--- config.mk ---
export PLATFORM = sky130hd
export DESIGN_NAME = regfile_write_arbiter
export DESIGN_NICKNAME = d
export VERILOG_FILES = /design/src/rtl/regfile_pkg.sv /design/src/rtl/rr_arbiter.sv /design/src/rtl/regfile_write_arbiter.sv
export SDC_FILE = /design/constraint.sdc
export NUM_CORES = 1
export LEC_CHECK = 0
export BUFFER_PORTS_ARGS = -buffer_cell sky130_fd_sc_hd__buf_2
export CAP_MARGIN = 5
export CORE_MARGIN = 5
export CORE_UTILIZATION = 35
export CTS_CLUSTER_SIZE = 28
export DETAILED_ROUTE_END_ITERATION = 10
export GPL_ROUTABILITY_DRIVEN = 0
export GPL_TIMING_DRIVEN = 0
export PLACE_DENSITY = 0.72
export SLEW_MARGIN = 40
export SYNTH_ARGS = -nofsm -noshare
export SYNTH_HDL_FRONTEND = slang
export SYNTH_SLANG_ARGS = --single-unit
--- constraint.sdc ---
create_clock -name clk -period 8.1 [get_ports clk]
set_input_delay 0.81 -clock clk [delete_from_list [all_inputs] [get_ports clk]]
set_output_delay 0.81 -clock clk [all_outputs]
set_load 0.01 [all_outputs]
--- src/rtl/regfile_pkg.sv ---
// Shared encodings for the register-file write-back path: load sizes, byte masks, $0 index.
package regfile_pkg;

  localparam int unsigned MASK_W   = 4;
  localparam int unsigned REG_ZERO = 0;

  typedef enum logic [1:0] {
    SZ_WORD = 2'b00,
    SZ_HALF = 2'b01,
    SZ_BYTE = 2'b10,
    SZ_RSVD = 2'b11
  } size_e;

  localparam logic [MASK_W-1:0] MASK_WORD = 4'b1111;
  localparam logic [MASK_W-1:0] MASK_HALF = 4'b0011;
  localparam logic [MASK_W-1:0] MASK_BYTE = 4'b0001;

  // Reserved size writes the full word; the error is flagged separately.
  function automatic logic [MASK_W-1:0] size_to_mask(input logic [1:0] size);
    logic [MASK_W-1:0] mask;
    case (size)
      SZ_HALF: mask = MASK_HALF;
      SZ_BYTE: mask = MASK_BYTE;
      default: mask = MASK_WORD;
    endcase
    return mask;
  endfunction

endpackage

--- src/rtl/rr_arbiter.sv ---
// Stateless round-robin picker: first valid requester at or after ptr, wrapping.
module rr_arbiter #(
  parameter int unsigned NUM_REQ = 3,
  localparam int unsigned IDX_W  = $clog2(NUM_REQ)
) (
  input  logic [NUM_REQ-1:0] valid,
  input  logic [IDX_W-1:0]   ptr,
  input  logic               en,
  output logic [NUM_REQ-1:0] grant,
  output logic [IDX_W-1:0]   winner
);

  logic             found;
  logic [IDX_W-1:0] idx;

  always_comb begin
    grant  = '0;
    winner = '0;
    found  = 1'b0;
    idx    = '0;
    for (int k = 0; k < int'(NUM_REQ); k++) begin
      idx = IDX_W'((int'(ptr) + k) % int'(NUM_REQ));
      if (en && !found && valid[idx]) begin
        grant[idx] = 1'b1;
        winner     = idx;
        found      = 1'b1;
      end
    end
  end

endmodule

--- src/rtl/regfile_write_arbiter.sv ---
// Round-robin arbiter sharing the register-file write port among write-back sources.
// Optional operand forwarding from the output stage is enabled with `define WB_FWD_EN.
module regfile_write_arbiter
  import regfile_pkg::*;
#(
  parameter int unsigned NUM_REQ = 3,
  parameter int unsigned DATA_W  = 32,
  parameter int unsigned ADDR_W  = 5
) (
  input  logic                      clk,
  input  logic                      rst_n,
  input  logic [NUM_REQ-1:0]        req_valid,
  output logic [NUM_REQ-1:0]        req_ready,
  input  logic [NUM_REQ*ADDR_W-1:0] req_addr,
  input  logic [NUM_REQ*DATA_W-1:0] req_data,
  input  logic [NUM_REQ*2-1:0]      req_size,
  input  logic                      rf_ready,
  output logic                      rf_we,
  output logic [ADDR_W-1:0]         rf_waddr,
  output logic [DATA_W-1:0]         rf_wdata,
  output logic [MASK_W-1:0]         rf_wmask,
  output logic                      err_size,
  output logic                      busy
`ifdef WB_FWD_EN
  ,
  input  logic [ADDR_W-1:0]         fwd_addr_a,
  input  logic [ADDR_W-1:0]         fwd_addr_b,
  output logic                      fwd_hit_a,
  output logic                      fwd_hit_b,
  output logic [2*DATA_W-1:0]       fwd_data
`endif
);

  localparam int unsigned IDX_W = $clog2(NUM_REQ);

  logic [IDX_W-1:0]   ptr;
  logic [IDX_W-1:0]   winner;
  logic [IDX_W-1:0]   next_ptr_c;
  logic [NUM_REQ-1:0] grant;
  logic               free_c;
  logic               accept_c;
  logic               load_c;
  logic [ADDR_W-1:0]  sel_addr_c;
  logic [DATA_W-1:0]  sel_data_c;
  logic [1:0]         sel_size_c;

  // Stage can take a new write if empty or its current write retires this cycle.
  assign free_c = !rf_we || rf_ready;

  rr_arbiter #(.NUM_REQ(NUM_REQ)) u_rr_arbiter (
    .valid  (req_valid),
    .ptr    (ptr),
    .en     (free_c),
    .grant  (grant),
    .winner (winner)
  );

  assign req_ready = grant;
  assign accept_c  = |grant;
  assign busy      = rf_we;

  // Select the granted requester's payload.
  always_comb begin
    sel_addr_c = '0;
    sel_data_c = '0;
    sel_size_c = '0;
    for (int i = 0; i < int'(NUM_REQ); i++) begin
      if (grant[i]) begin
        sel_addr_c = req_addr[i*ADDR_W +: ADDR_W];
        sel_data_c = req_data[i*DATA_W +: DATA_W];
        sel_size_c = req_size[i*2 +: 2];
      end
    end
  end

  assign next_ptr_c = (winner == IDX_W'(NUM_REQ - 1)) ? '0 : IDX_W'(winner + 1'b1);
  assign load_c     = accept_c && (sel_addr_c != ADDR_W'(REG_ZERO));

  always_ff @(posedge clk or negedge rst_n) begin
    if (!rst_n) begin
      ptr      <= '0;
      rf_we    <= 1'b0;
      rf_waddr <= '0;
      rf_wdata <= '0;
      rf_wmask <= '0;
      err_size <= 1'b0;
    end else begin
      err_size <= accept_c && (sel_size_c == SZ_RSVD);
      if (accept_c) begin
        ptr <= next_ptr_c;
      end
      // $0 transfers are consumed without occupying the stage.
      if (load_c) begin
        rf_we    <= 1'b1;
        rf_waddr <= sel_addr_c;
        rf_wdata <= sel_data_c;
        rf_wmask <= size_to_mask(sel_size_c);
      end else if (rf_ready) begin
        rf_we <= 1'b0;
      end
    end
  end

`ifdef WB_FWD_EN
  // Only full-word pending writes can be forwarded; partial writes need the RF merge.
  always_comb begin
    fwd_hit_a = busy && (rf_waddr == fwd_addr_a) && (fwd_addr_a != ADDR_W'(REG_ZERO))
                && (rf_wmask == MASK_WORD);
    fwd_hit_b = busy && (rf_waddr == fwd_addr_b) && (fwd_addr_b != ADDR_W'(REG_ZERO))
                && (rf_wmask == MASK_WORD);
    fwd_data  = '0;
    if (fwd_hit_a) fwd_data[DATA_W-1:0]        = rf_wdata;
    if (fwd_hit_b) fwd_data[2*DATA_W-1:DATA_W] = rf_wdata;
  end
`endif

endmodule
==> qor.txt, run 1 <==
number of cells on the critical path = 9
Slew headroom = 61.14%
# H-tree levels = 2
Leakage Power = 2.093 nW
post-cts sizing count = 0
GR met1 Demand/Resource = 22.13%
CP Cell Sequence = inv_1 > ha_1 > mux2i_1 > o22a_1 > o21ai_0 > a31oi_1 > buf_2 > buf_1 > buf_2
Post-Synth Simple-Gate Area = 21.08%
CP Capture Type = output port
# rows = 33
Synth Net Count = 459
Buffers & Inverters on Critical Path = 4
Clk pwr share = 10.6%
combinational fraction of design power = 67.4%
placed wire-length estimate = 7632 um
Critical Path Max Stage Delay = 0.46 ns
Crit Reg-Reg Endpoint = rf_wmask[2]$_DFFE_PN0P_
Worst path most repeated cell = buf_2
hold endpoint = rf_wmask[0]$_DFFE_PN0P_
DR iter-0 viols = 87
VDD IR max = 0.2071 mV
die outline width = 102.5 um
full die area = 10,500 um^2
Critical-path top delay cell = a31oi_1
GRT Overall Usage = 18.10%
mapped cell area = 2992 um^2
R2R Setup Slk = 4.26 ns
Die H = 102.5 um
Area Growth Syn to Fin = 36.97%
io pins = 170
clock root buffer = clkbuf_8
Max clock buf depth = 2
Worst EP arrival = 3.33 ns
peak fanout along the critical path = 10
post-synthesis mux area share = 18.74%
Max Cap Violations = 0
Slew @ Worst Pin = 0.5785 ns
vias in the first global route = 3,169
CP required = 7.29 ns
status = complete, no violations
HP Class = reg2reg
antenna cell count = 0
post-synthesis compound-gate area fraction = 14.26%
first-pass GRT wire length = 15,210 um
final setup TNS = 0 ns
ratio of cells with drive above 1 in the final layout = 45.36%
GR peak layer = met2
crit path kind = reg2out
largest net degree at the start of global routing = 45
adder-cell share of the synthesized area = 2.509%
Congestion Overflow GR = 0
Worst Setup Start Kind = flop
Sw Share = 41.86%
Reg power frac = 22.0%
crit share post-route = 51.10%
hold_buf cts = 0
drt total wl = 9862 um
Post-route DRC = 0
ANT nets after route = 0
commonest non-fill, non-tap cell in the layout = buf_2
drt via density = 5.261
initial core utilization = 36.23%
Power Dens Cells = 420.6 nW/um^2
CTS tree = yes
Post-Synth XOR/XNOR Area = 0%
main combinational cell family by area after synthesis = simple AND/OR/NAND/NOR gates
Core Region = 8258 um^2
fin nets = 635
Yosys reg bits = 44
Synth Area per Inst = 9.066 um^2
Num CTS Buffers = 5
Wirelength per Cell = 16.11 um
R2R Path Start = ptr[1]$_DFFE_PN0P_
commonest cells after routing, fill and taps aside = 170 x buf_2, 44 x nand2_1, 44 x dfrtp_1
Post-Syn Instances = 330
Sink Count = 44
First-pass DRT Iterations = 4
RSZ-0062 raised after global routing = no
Largest delay share family, worst path = buffers and inverters
Clock Skew = 0.006290 ns
Seq/Total Area, Yosys = 36.80%
count of final setup violators = 0
Fmax = 241.6 MHz
initial antenna violation count = 0
worst hold path depth = 1
R2R depth = 13
GR Util met2 = 32.37%
Int Power = 1.002 mW
setup bufs post-CTS = 0
post-layout min period = 4.139 ns
Psw = 721.5 uW
clock latency on the worst-skew pair = 0.29 ns
# port buffers = 169
final hold violations = 0
met3 Track Usage GR = 4.164%
clk slew on worst S/H paths = 0.08 ns
worst hold path startpoint = rf_wmask[0]$_DFFE_PN0P_
via count = 3,220
post-synth cell types = 38
YS warnings = 0
Slew Limit Fails = 0
final core occ = 49.62%
[sequential cells by signal, summed over array words and instances (netlist names)]
register / flops
busy: 1
ptr: 2
rf_wmask: 3
rf_wdata: 32
err_size: 1
rf_waddr: 5
[layout make-up]
class / count / area, um^2
well taps: 105 / 131.4
flip-flops and latches: 44 / 1101
multi-input cells: 249 / 1693
repair buffers: 169 / 848.3
plain buffers: 28 / 163.9
clock buffers: 7 / 96.34
fillers: 806 / 4160
inverters: 9 / 33.78
clock inverters: 1 / 30.03
[per-stage QoR]
step / worst slack (ns) / total power, mW / cells / hold WS (ns) / area [um^2]
floorplan: 4.893 / 1.227 / 330 / 0.5041 / 2992
global placement: 4.300 / 1.525 / 604 / 0.4479 / 3969
detailed placement: 4.277 / 1.547 / 604 / 0.4612 / 3971
CTS: 4.010 / 1.741 / 612 / 0.4839 / 4098
global route: 3.727 / 1.857 / 612 / 0.5063 / 4098
finish: 3.961 / 1.724 / 612 / 0.4766 / 4098
[worst max path at each step]
stage	start	endpoint	slack, ns
floorplan	req_valid[0]	rf_wmask[2]$_DFFE_PN0P_	4.89
global placement	req_valid[1]	rf_wmask[2]$_DFFE_PN0P_	4.30
detailed placement	req_valid[1]	rf_wmask[2]$_DFFE_PN0P_	4.28
CTS	ptr[1]$_DFFE_PN0P_	req_ready[0]	4.01
global route	ptr[1]$_DFFE_PN0P_	req_ready[0]	3.73
finish	ptr[1]$_DFFE_PN0P_	req_ready[0]	3.96
[layer usage]
layer,share of wire (%),routed length (um)
met1,40,3977
met2,49,4878
met3,8.8,866
met4,1.4,140
met5,0,0
[power groups by stage]
stage / sequential, mW / combinational (mW) / clock [mW]
after global routing: 0.390 / 1.27 / 0.199
after detailed placement: 0.381 / 1.17 / 0
after CTS: 0.379 / 1.17 / 0.191
after floorplan: 0.421 / 0.807 / 0
after global placement: 0.377 / 1.15 / 0
final: 0.380 / 1.16 / 0.183
[worst reg2reg max path: cells and delay by family (launching register included)]
kind	cells	cell delay [ns]
fa+ha+maj	2	0.64
simple gates	1	0.13
mux	2	0.63
flops	1	0.42
buf+inv	3	0.87
compound gates	5	1.06
[cell usage after synthesis (all sizes together)]
cell type | n | share of area (%)
nor3 | 3 | 0.50
or2 | 1 | 0.21
dfrtp | 44 | 37
nand2b | 4 | 0.84
a311oi | 2 | 1.0
and2b | 1 | 0.25
o22ai | 1 | 0.42
nor2b | 2 | 0.42
nand2 | 44 | 5.5
nor2 | 41 | 5.2
mux2i | 5 | 1.7
a221oi | 1 | 0.29
ha | 6 | 2.5
o2111ai | 1 | 0.29
nor4 | 1 | 0.71
o22a | 1 | 0.29
inv | 9 | 1.1
a21o | 4 | 1.0
buf | 14 | 3.7
or3 | 1 | 0.38
clkbuf | 14 | 1.8
nand3b | 2 | 0.50
nand3 | 39 | 6.5
a21oi | 11 | 2.0
a31oi | 34 | 7.1
mux2 | 35 | 17
o21ai | 5 | 0.84
o2bb2ai | 1 | 0.29
o31ai | 1 | 0.25
o211ai | 2 | 0.50
[kinds of logic (layout without fill, tap and decap cells)]
kind of cell               Yosys count  in the layout
muxes                               40             40
DFF                                 44             44
buffers and inverters               37            214
and+or+nand+nor                    139            139
adders and majority gates            6              6
AOI/OAI and AO/OA                   64             64
(Power assumes the default switching activity.)
==> run 2, diff against run 1 <==
PLACE_DENSITY = 0.75   (was 0.72)
clock period = 3.6 ns   (was 8.1 ns; I/O delays follow)
==> qor.txt, run 2 (synthesis gave the netlist of run 1 again) <==
Sw Share = 42.46% (was 41.86%)
Reg power frac = 22.2% (was 22.0%)
# port buffers = 169 (unchanged)
biggest regs = rf_wdata: 32 flops, rf_waddr: 5 flops, rf_wmask: 3 flops (unchanged)
CTS tree = yes (unchanged)
initial core utilization = 36.23% (unchanged)
clock latency on the worst-skew pair = 0.29 ns (about the same)
Hold WS = 0.06142 ns (was 0.4766 ns)
crit share post-route = 93.68%
ANT nets after route = 0 (unchanged)
Clk pwr share = 8.4% (was 10.6%)
io pins = 170 (unchanged)
Psw = 1.638 mW (was 721.5 uW)
placed wire-length estimate = 7604 um (was 7632 um)
Final Non-Filler Cells = 613 (was 612)
combinational fraction of design power = 69.3% (was 67.4%)
Slew @ Worst Pin = 0.5667 ns (was 0.5785 ns)
commonest cells after routing, fill and taps aside = 171 x buf_2, 44 x nand2_1, 44 x dfrtp_1 (was 170 x buf_2, 44 x nand2_1, 44 x dfrtp_1)
Max Cap Violations = 0 (unchanged)
Congestion Overflow GR = 0 (unchanged)
final hold violations = 0 (unchanged)
drt total wl = 9921 um (was 9862 um)
Slew Limit Fails = 0 (unchanged)
first-pass GRT wire length = 15,260 um (was 15,210 um)
Power Dens Cells = 937.1 nW/um^2 (was 420.6 nW/um^2)
fin nets = 636 (was 635)
antenna cell count = 0 (unchanged)
full die area = 10,500 um^2 (unchanged)
R2R Setup Slk = 0.23 ns (was 4.26 ns)
via count = 3,158 (was 3,220)
# rows = 33 (unchanged)
area of the multi-input gates = 1727 um^2 (was 1693 um^2)
R2R depth = 13 (unchanged)
Post-route DRC = 0 (unchanged)
clk slew on worst S/H paths = 0.08 ns (about the same)
pre-CTS setup slack = -0.09826 ns (was 4.277 ns)
Most flops, register = rf_wdata (unchanged)
Worst EP arrival = 3.55 ns (was 3.33 ns)
HP Class = in2async (was reg2reg)
slack of the critical path = 0.2276 ns (was 3.961 ns)
DR iter-0 viols = 82 (was 87)
clock root buffer = clkbuf_8 (unchanged)
Num CTS Buffers = 5 (unchanged)
# H-tree levels = 2 (unchanged)
R2R Path Start = ptr[1]$_DFFE_PN0P_ (unchanged)
Slew headroom = 62.22% (was 61.14%)
crit path kind = reg2reg (was reg2out)
status = complete, no violations (unchanged)
Core Region = 8258 um^2 (unchanged)
Wirelength per Cell = 16.18 um (was 16.11 um)
Fmax = 296.5 MHz
VDD IR max = 0.4941 mV (was 0.2071 mV)
Worst Setup Start Kind = flop (unchanged)
Sink Count = 44 (unchanged)
count of final setup violators = 0 (unchanged)
hold_buf cts = 0 (unchanged)
commonest non-fill, non-tap cell in the layout = buf_2 (unchanged)
peak fanout along the critical path = 10 (unchanged)
Crit Reg-Reg Endpoint = rf_wdata[25]$_DFFE_PN0P_ (was rf_wmask[2]$_DFFE_PN0P_)
post-layout min period = 3.372 ns
die outline width = 102.5 um (unchanged)
GRT Overall Usage = 18.31% (was 18.10%)
DP Cell Count = 604 (unchanged)
register area = 1101 um^2 (unchanged)
Area Growth Syn to Fin = 37.60% (was 36.97%)
CP Capture Type = flop (was output port)
Max clock buf depth = 2 (unchanged)
Clock Skew = 0.004121 ns (was 0.006290 ns)
Int Power = 2.220 mW (was 1.002 mW)
Leakage Power = 2.096 nW (was 2.093 nW)
drt via density = 5.152 (was 5.261)
CP required = 3.78 ns (was 7.29 ns)
initial antenna violation count = 0 (unchanged)
vias in the first global route = 3,265 (was 3,169)
filler instances = 797 (was 806)
Die H = 102.5 um (unchanged)
First-pass DRT Iterations = 4 (unchanged)
largest net degree at the start of global routing = 45 (unchanged)
number of flip-flops in the largest register = 32 (unchanged)
ratio of cells with drive above 1 in the final layout = 47.24% (was 45.36%)
[run 2: worst max-delay path, stage by stage, from the launching register on]
cell and delay [ns]:
dfrtp_1 0.42, inv_1 0.13, ha_4 0.20, mux2_4 0.34, nor2_2 0.16, a311oi_2 0.14
or3_4 0.43, buf_6 0.16, o2111ai_1 0.12, o211ai_1 0.17, nor4_4 0.29, buf_4 0.18
buf_6 0.18, mux2_4 0.32
[run 2: metal layers]
metal  part of all wire, %  vias up  GRT usage, %
met2                    51      133         33.52
met1                    42     1496         22.70
met5                     0        -             0
met3                   7.0        8         3.072
li1                      -     1521             -
met4                  0.71        0         3.229
[run 2: power groups by stage]
stage | Combinational (mW) | Clock [mW] | Sequential, mW
global route | 2.93 | 0.358 | 0.879
finish | 2.67 | 0.326 | 0.857
global placement | 2.58 | 0 | 0.852
detailed placement | 2.63 | 0 | 0.860
CTS | 2.67 | 0.342 | 0.854
floorplan | 1.81 | 0 | 0.947
[run 2: cell type report]
class / count / area share, %
Buffer: 27 / 4.043
Clock buffer: 7 / 2.097
Clock inverter: 1 / 0.1824
Inverter: 9 / 0.8207
Multi-Input combinational cell: 249 / 41.95
Sequential cell: 44 / 26.75
Tap cell: 105 / 3.191
Timing Repair Buffer: 171 / 20.97
[run 2: metrics by stage]
stage / setup TNS (ns) / power (mW) / cell area [um^2] / utilization (%)
final: 0 / 3.858 / 4116 / 49.85
after global routing: -0.003059 / 4.167 / 4116 / 49.85
after CTS: 0 / 3.868 / 4081 / 49.42
after detailed placement: -0.09826 / 3.487 / 3971 / 48.09
after global placement: -0.07970 / 3.428 / 3969 / 48.06
after floorplan: 0 / 2.761 / 2992 / -
[run 2: worst max path at each step]
stage	start	endpoint	slack [ns]	cells after the start
global route	ptr[0]$_DFFE_PN0P_	rf_wdata[22]$_DFFE_PN0P_	-0.003	15
floorplan	ptr[1]$_DFFE_PN0P_	rf_wmask[2]$_DFFE_PN0P_	0.41	13
finish	ptr[1]$_DFFE_PN0P_	rf_wdata[25]$_DFFE_PN0P_	0.23	13
global placement	ptr[1]$_DFFE_PN0P_	rf_wmask[2]$_DFFE_PN0P_	-0.08	13
CTS	ptr[1]$_DFFE_PN0P_	rf_wmask[2]$_DFFE_PN0P_	0.003	13
detailed placement	ptr[1]$_DFFE_PN0P_	rf_wmask[2]$_DFFE_PN0P_	-0.1	13
[run 2: repair_timing]
item / 4_1_cts / 5_1_grt
endpoints found under the setup margin: 30 / 41
pin swaps: 1 / 0
resized for setup: 1 / 14
buffers inserted: 2 / 0
